**src/rtl/ibex_register_file_fpga_mp.sv**
```systemverilog
// Multi-port FPGA register file: NumRead async read ports, two write ports.
// Storage is two single-writer RAM banks; a flop-based live value table (LVT)
// records which bank holds the most recent value of each word. After reset an
// init sweep loads WordZeroVal into both banks, since FPGA RAMs have no reset.
module ibex_register_file_fpga_mp #(
  parameter bit                   RV32E       = 1'b0,
  parameter int unsigned          DataWidth   = 32,
  parameter int unsigned          NumRead     = 2,
  parameter bit                   WriteBypass = 1'b0,
  parameter bit                   WrenCheck   = 1'b0,
  parameter logic [DataWidth-1:0] WordZeroVal = '0
) (
  input  logic                              clk_i,
  input  logic                              rst_ni,
  input  logic                              test_en_i,
  input  logic [NumRead-1:0][4:0]           raddr_i,
  output logic [NumRead-1:0][DataWidth-1:0] rdata_o,
  input  logic [1:0][4:0]                   waddr_i,
  input  logic [1:0][DataWidth-1:0]         wdata_i,
  input  logic [1:0]                        we_i,
  output logic                              ready_o,
  output logic                              err_o
);

  localparam int unsigned AddrWidth = RV32E ? 4 : 5;
  localparam int unsigned NumWords  = 2 ** AddrWidth;

  typedef enum logic {
    ST_INIT,
    ST_RUN
  } state_e;

  state_e                 r_state;
  logic [AddrWidth-1:0]   r_cnt;
  logic                   r_ready;
  logic [NumWords-1:0]    r_lvt;
  logic [DataWidth-1:0]   r_bank0 [NumWords];
  logic [DataWidth-1:0]   r_bank1 [NumWords];

  logic                        w_init;
  logic [1:0][AddrWidth-1:0]   w_waddr;
  logic [1:0]                  w_we_eff;
  logic [1:0]                  w_bank_we;
  logic [1:0][AddrWidth-1:0]   w_bank_addr;
  logic [1:0][DataWidth-1:0]   w_bank_wdata;
  logic                        w_unused;

  // Upper address bit (RV32E) and the FPGA-irrelevant test enable are unused.
  assign w_unused = ^{test_en_i, raddr_i, waddr_i};

  assign w_init = (r_state == ST_INIT);

  // Write-side address truncation, effective enables and bank port muxing.
  // During INIT both banks are owned by the sweep; user writes are dropped.
  for (genvar p = 0; p < 2; p++) begin : gen_wr
    assign w_waddr[p]      = waddr_i[p][AddrWidth-1:0];
    assign w_we_eff[p]     = !w_init && we_i[p] && (w_waddr[p] != '0);
    assign w_bank_we[p]    = w_init ? 1'b1 : w_we_eff[p];
    assign w_bank_addr[p]  = w_init ? r_cnt : w_waddr[p];
    assign w_bank_wdata[p] = w_init ? WordZeroVal : wdata_i[p];
  end

  // Init sweep FSM: walk every address once, then stay in RUN until reset.
  always_ff @(posedge clk_i or negedge rst_ni) begin
    if (!rst_ni) begin
      r_state <= ST_INIT;
      r_cnt   <= '0;
      r_ready <= 1'b0;
    end else begin
      case (r_state)
        ST_INIT: begin
          r_cnt <= r_cnt + 1'b1;
          if (r_cnt == AddrWidth'(NumWords - 1)) begin
            r_state <= ST_RUN;
            r_ready <= 1'b1;
          end
        end
        ST_RUN: begin
          r_state <= ST_RUN;
        end
        default: begin
          r_state <= ST_INIT;
          r_cnt   <= '0;
          r_ready <= 1'b0;
        end
      endcase
    end
  end

  assign ready_o = r_ready;

  // Live value table: port 1 is assigned last so it wins a same-address clash.
  always_ff @(posedge clk_i or negedge rst_ni) begin
    if (!rst_ni) begin
      r_lvt <= '0;
    end else if (w_init) begin
      r_lvt[r_cnt] <= 1'b0;
    end else begin
      if (w_we_eff[0]) r_lvt[w_waddr[0]] <= 1'b0;
      if (w_we_eff[1]) r_lvt[w_waddr[1]] <= 1'b1;
    end
  end

  // Bank 0: written only by write port 0 (or the init sweep); no reset.
  always_ff @(posedge clk_i) begin
    if (w_bank_we[0]) r_bank0[w_bank_addr[0]] <= w_bank_wdata[0];
  end

  // Bank 1: written only by write port 1 (or the init sweep); no reset.
  always_ff @(posedge clk_i) begin
    if (w_bank_we[1]) r_bank1[w_bank_addr[1]] <= w_bank_wdata[1];
  end

  // Read ports. During INIT the banks may still hold stale or undefined data,
  // so the reset value is returned directly instead of the RAM output.
  for (genvar r = 0; r < NumRead; r++) begin : gen_rd
    logic [AddrWidth-1:0] w_ra;
    logic [DataWidth-1:0] w_rd;

    assign w_ra = raddr_i[r][AddrWidth-1:0];

    // LVT-selected bank read with optional same-cycle forwarding.
    always_comb begin
      w_rd = r_lvt[w_ra] ? r_bank1[w_ra] : r_bank0[w_ra];
      if (WriteBypass) begin
        if (w_we_eff[0] && (w_waddr[0] == w_ra)) w_rd = wdata_i[0];
        if (w_we_eff[1] && (w_waddr[1] == w_ra)) w_rd = wdata_i[1];
      end
      if (w_init)        w_rd = WordZeroVal;
      if (w_ra == '0)    w_rd = '0;
    end

    assign rdata_o[r] = w_rd;
  end

  // Spurious strobe detection: a RUN-mode bank write without its enable.
  assign err_o = WrenCheck && !w_init && |(w_bank_we & ~we_i);

endmodule

```
**config.mk**
```make
export PLATFORM = sky130hd
export DESIGN_NAME = ibex_register_file_fpga_mp
export DESIGN_NICKNAME = d
export VERILOG_FILES = /design/src/rtl/ibex_register_file_fpga_mp.sv
export SDC_FILE = /design/constraint.sdc
export NUM_CORES = 2
export LEC_CHECK = 0
export BUFFER_PORTS_ARGS = -buffer_cell sky130_fd_sc_hd__clkbuf_2
export CAP_MARGIN = 5
export CORE_AREA = 2 2 411 413
export CTS_BUF_LIST = sky130_fd_sc_hd__clkbuf_4 sky130_fd_sc_hd__clkbuf_8
export DETAILED_ROUTE_END_ITERATION = 8
export DIE_AREA = 0 0 413 415
export GPL_TIMING_DRIVEN = 0
export MAX_ROUTING_LAYER = met4
export PLACE_DENSITY = 0.75
export SETUP_SLACK_MARGIN = 0.05
export SLEW_MARGIN = 25
export SYNTH_ARGS = -nofsm -noshare
export SYNTH_HDL_FRONTEND = slang
export SYNTH_SLANG_ARGS = --single-unit
```
**constraint.sdc**
```tcl
create_clock -name clk_i -period 7.2 [get_ports clk_i]
set_input_delay 0.72 -clock clk_i [delete_from_list [all_inputs] [get_ports clk_i]]
set_output_delay 0.72 -clock clk_i [all_outputs]
set_load 0.005 [all_outputs]
```
==> flow_summary.rst <==
.. list-table::
   :header-rows: 1

   * - Metric
     - Value
   * - Num Clock Sinks
     - about 2100
   * - Mean number of vias per cell
     - between 7 and 8
   * - Max-slew headroom at the worst pin
     - 0.133
   * - Fill cell instance count of the final layout
     - 10657
   * - Crit-path max cell delay
     - between 1 and 1.5 ns
   * - Cts bufs inserted
     - 351
   * - Core ar.
     - 0.167 mm2
   * - Run status
     - finished clean
   * - Arrival time of data at the critical path endpoint
     - approximately 5.6 ns
   * - Drt wl/cell
     - between 40 and 50 um
   * - Setup crit end kind
     - primary output
   * - Placer's final routability congestion estimate
     - around 0.99
   * - Dominant cells by area after synthesis
     - sky130_fd_sc_hd__edfxtp_1, sky130_fd_sc_hd__mux4_2, sky130_fd_sc_hd__mux2i_1
   * - Final period utilization
     - 0.875
   * - Power density of the placed cells
     - 240 mW/mm2
   * - Async set or reset register ratio after synthesis
     - 0.0187
   * - TritonCTS clock tree
     - done
   * - Leading area contributor after synthesis
     - sky130_fd_sc_hd__edfxtp_1
   * - Library cell contributing the largest single delay on the critical path
     - sky130_fd_sc_hd__a21oi_1
   * - Antenna Nets Post-Route
     - 0
   * - Area added between synthesis and finish
     - 14.6%
   * - I/O pin count
     - around 160
   * - Pin count of the biggest net entering global routing
     - 40
   * - Reported leakage power
     - 36.0 nW
   * - Library cell appearing most often on the critical path
     - sky130_fd_sc_hd__clkbuf_1
   * - Count of endpoints failing setup in the final report
     - 0
   * - Clock latency on the worst-skew pair
     - 1.14 ns
   * - Clock tree root driver cell
     - sky130_fd_sc_hd__clkbuf_8
   * - Average instance area after synthesis
     - ~19 um2
   * - Post-synthesis register bit count
     - 2087
   * - Die boundary width
     - 413 um
   * - Placed Area
     - 0.105 mm2
   * - Worst-path fanout max
     - 10
   * - Nets
     - approximately 5800
   * - DRC violation total after the first TritonRoute iteration
     - 12514
   * - Global-route wire length before repair
     - 483000 um
   * - # port buffers
     - ~150
   * - Post_cts resized
     - 0
   * - Antenna violations before repair
     - 22
   * - Type of origin of the critical path
     - primary input
   * - Most repeated cell in the gate-level netlist after synthesis
     - sky130_fd_sc_hd__edfxtp_1
   * - Die Area
     - 0.171 mm2
   * - Starting density of the core
     - 0.587
   * - Row cnt
     - 150
   * - Routed vias
     - 64086
   * - Most common flop cell mapped by yosys
     - sky130_fd_sc_hd__edfxtp_1
   * - Clock period minus final worst setup slack
     - about 6.3 ns
   * - EDFF count, synth
     - 2048
   * - Number of design rule violations left after detail routing
     - 0
   * - Clock-pin slew on the worst setup and hold paths
     - 0.06 ns
   * - Highest clock frequency the design can meet
     - 159 MHz
   * - Cell Area, Synth
     - 0.0979 mm2
   * - RSZ-0062 raised after global routing
     - false
   * - Chip height
     - 415 um
   * - Cell family contributing the most delay on the critical path
     - buffers and inverters
   * - Proportion of netlist area held by the largest area contributor
     - 0.628
   * - Post-CTS setup-driven buffer insertion count
     - 0
   * - Yosys Warn Count
     - 0
   * - H-tree Lvls
     - 5
   * - Most frequent cells after synthesis
     - sky130_fd_sc_hd__edfxtp_1, sky130_fd_sc_hd__mux4_2, sky130_fd_sc_hd__a21oi_1
   * - Vias in the first global route
     - between 60000 and 70000
   * - CP bufs+invs
     - 6
   * - Fraction of the yosys area taken by sequential cells
     - 0.638
   * - Worst-Margin Slew
     - 1.30 ns
   * - Post-detail-place hpwl
     - 250000 um
   * - Critical path class
     - in -> out
   * - Maximum clock skew at final layout
     - 0.0698 ns
   * - TNS Setup
     - 0 ns
   * - Ratio of cells with drive above 1 in the final layout
     - 0.387
   * - Post-synth cell types
     - 62
   * - Leftover overflow at the end of global routing
     - 0
   * - Worst setup slack for register-to-register paths
     - 3.05 ns
   * - CTS Hold Bufs
     - 1
   * - VDD IR max
     - 254 uV
   * - CP cell instances
     - buf_2 > clkbuf_1 > buf_6 > clkbuf_1 > clkbuf_1 > a21oi_1 > a21oi_1 > o22ai_1 > clkbuf_2
   * - Total track usage
     - 0.427
   * - Mapped Nets
     - 5158
   * - Number of buffers on the longest clock path
     - 4
   * - Mapped Cells
     - just over 5000
   * - Final WL
     - between 300000 and 400000 um
   * - Kind of path behind the tightest hold check
     - in -> reg
   * - Number of max-cap violations
     - 0
   * - Required time at the worst-slack endpoint
     - around 6.5 ns
   * - Final design instance area without fill
     - 0.112 mm2
   * - Count of final hold-check violations
     - 0
   * - Total iterations of the first detailed-routing run
     - 7
   * - Number of pins exceeding their max-slew limit in the final report
     - 0
[worst min-delay path: cells and delay by family]
| kind | cells | cell delay, ns |
|---|---|---|
| AOI/OAI and AO/OA | 1 | 0.15 |
| buffers and inverters | 1 | 0.16 |
| and+or+nand+nor | 1 | 0.07 |
[state kept, by name (all words and copies together) (netlist names)]
name / count
r_bank0: 1024
r_bank1: 1024
r_cnt: 5
r_lvt: 32
r_state: 1
ready_o: 1
[path summary, 6_finish.rpt]
path,endpoint,cells after the start,start
setup / recovery,rdata_o[8],9,raddr_i[4]
hold / removal,r_lvt[28],3,waddr_i[1]
setup reg to reg,r_bank1[27][29],5,r_state
hold reg to reg,ready_o,1,ready_o
max in group asynchronous,r_lvt[4],2,rst_ni
min in group asynchronous,r_lvt[11],2,rst_ni
[per-stage QoR]
step                      hold WS (ns)  std cells   util  setup slack [ns]  power [mW]
after floorplan                  0.424       5064      -              3.82        15.2
after global placement           0.443       7414  0.608             0.247        16.4
after detailed placement         0.456       7550  0.631              1.37        16.4
after CTS                       0.0748       8146  0.671              1.35        26.7
after global routing             0.153       8184  0.673              1.17        27.4
final                           0.0899       8199  0.673             0.898        27.0
[layer usage]
metal / wire length [um] / global-route usage / vias to the layer above
li1: - / - / 23194
met1: 108000 / 0.502 / 32153
met2: 158000 / 0.607 / 6887
met3: 58500 / 0.173 / 1852
met4: 30900 / 0.287 / 0
met5: 0 / - / -
[where the power goes]
part	total [mW]	switching [mW]	internal, mW
sequential	13.4	0.0353	13.4
clock	10.6	4.87	5.74
combinational	2.93	1.95	0.981
[placed cells by master, fill, tap and decap left out, types with 17 or more instances in the layout]
cell type,netlist,routed
sky130_fd_sc_hd__o21ai_0,59,49
sky130_fd_sc_hd__bufinv_16,0,17
sky130_fd_sc_hd__nor2b_1,82,82
sky130_fd_sc_hd__edfxtp_1,2048,2048
sky130_fd_sc_hd__clkinv_2,0,31
sky130_fd_sc_hd__buf_12,1,51
sky130_fd_sc_hd__buf_2,149,153
sky130_fd_sc_hd__nand2_1,110,110
sky130_fd_sc_hd__o21ai_1,13,20
sky130_fd_sc_hd__a22oi_1,150,150
sky130_fd_sc_hd__o2111ai_1,31,21
sky130_fd_sc_hd__dfrtp_1,39,39
sky130_fd_sc_hd__and2_1,71,23
sky130_fd_sc_hd__nor2_1,179,113
sky130_fd_sc_hd__mux2_2,35,35
sky130_fd_sc_hd__diode_2,0,52
sky130_fd_sc_hd__buf_4,87,91
sky130_fd_sc_hd__nor2_4,0,64
sky130_fd_sc_hd__clkinv_1,0,81
sky130_fd_sc_hd__nand3_1,19,19
sky130_fd_sc_hd__mux2i_1,198,198
sky130_fd_sc_hd__and2_2,0,48
sky130_fd_sc_hd__a211oi_1,65,65
sky130_fd_sc_hd__o22ai_2,31,31
sky130_fd_sc_hd__clkbuf_2,0,152
sky130_fd_sc_hd__a21oi_1,235,230
sky130_fd_sc_hd__mux4_2,1024,1024
sky130_fd_sc_hd__buf_16,0,77
sky130_fd_sc_hd__o22ai_1,130,130
sky130_fd_sc_hd__clkbuf_8,0,362
sky130_fd_sc_hd__buf_6,24,27
sky130_fd_sc_hd__clkbuf_4,0,94
sky130_fd_sc_hd__clkbuf_1,134,129
[cell families after synthesis]
logic type      synth area share
compound gates            0.0515
xor+xnor                0.000269
fa+ha+maj               0.000639
buf+inv                   0.0237
flops                      0.638
mux                        0.260
other cells            0.0000383
simple gates              0.0256
[layout make-up]
class,instances,area [um2],area share
inverters,13,48.8,0.000435
clock buffers,456,5690,0.0507
repair buffers,284,3970,0.0354
diodes,52,130,0.00116
flip-flops and latches,2087,62500,0.557
clock inverters,139,1050,0.00937
multi-input cells,2548,33700,0.301
plain buffers,416,2280,0.0204
well taps,2204,2760,0.0246
(Power assumes the default switching activity.)
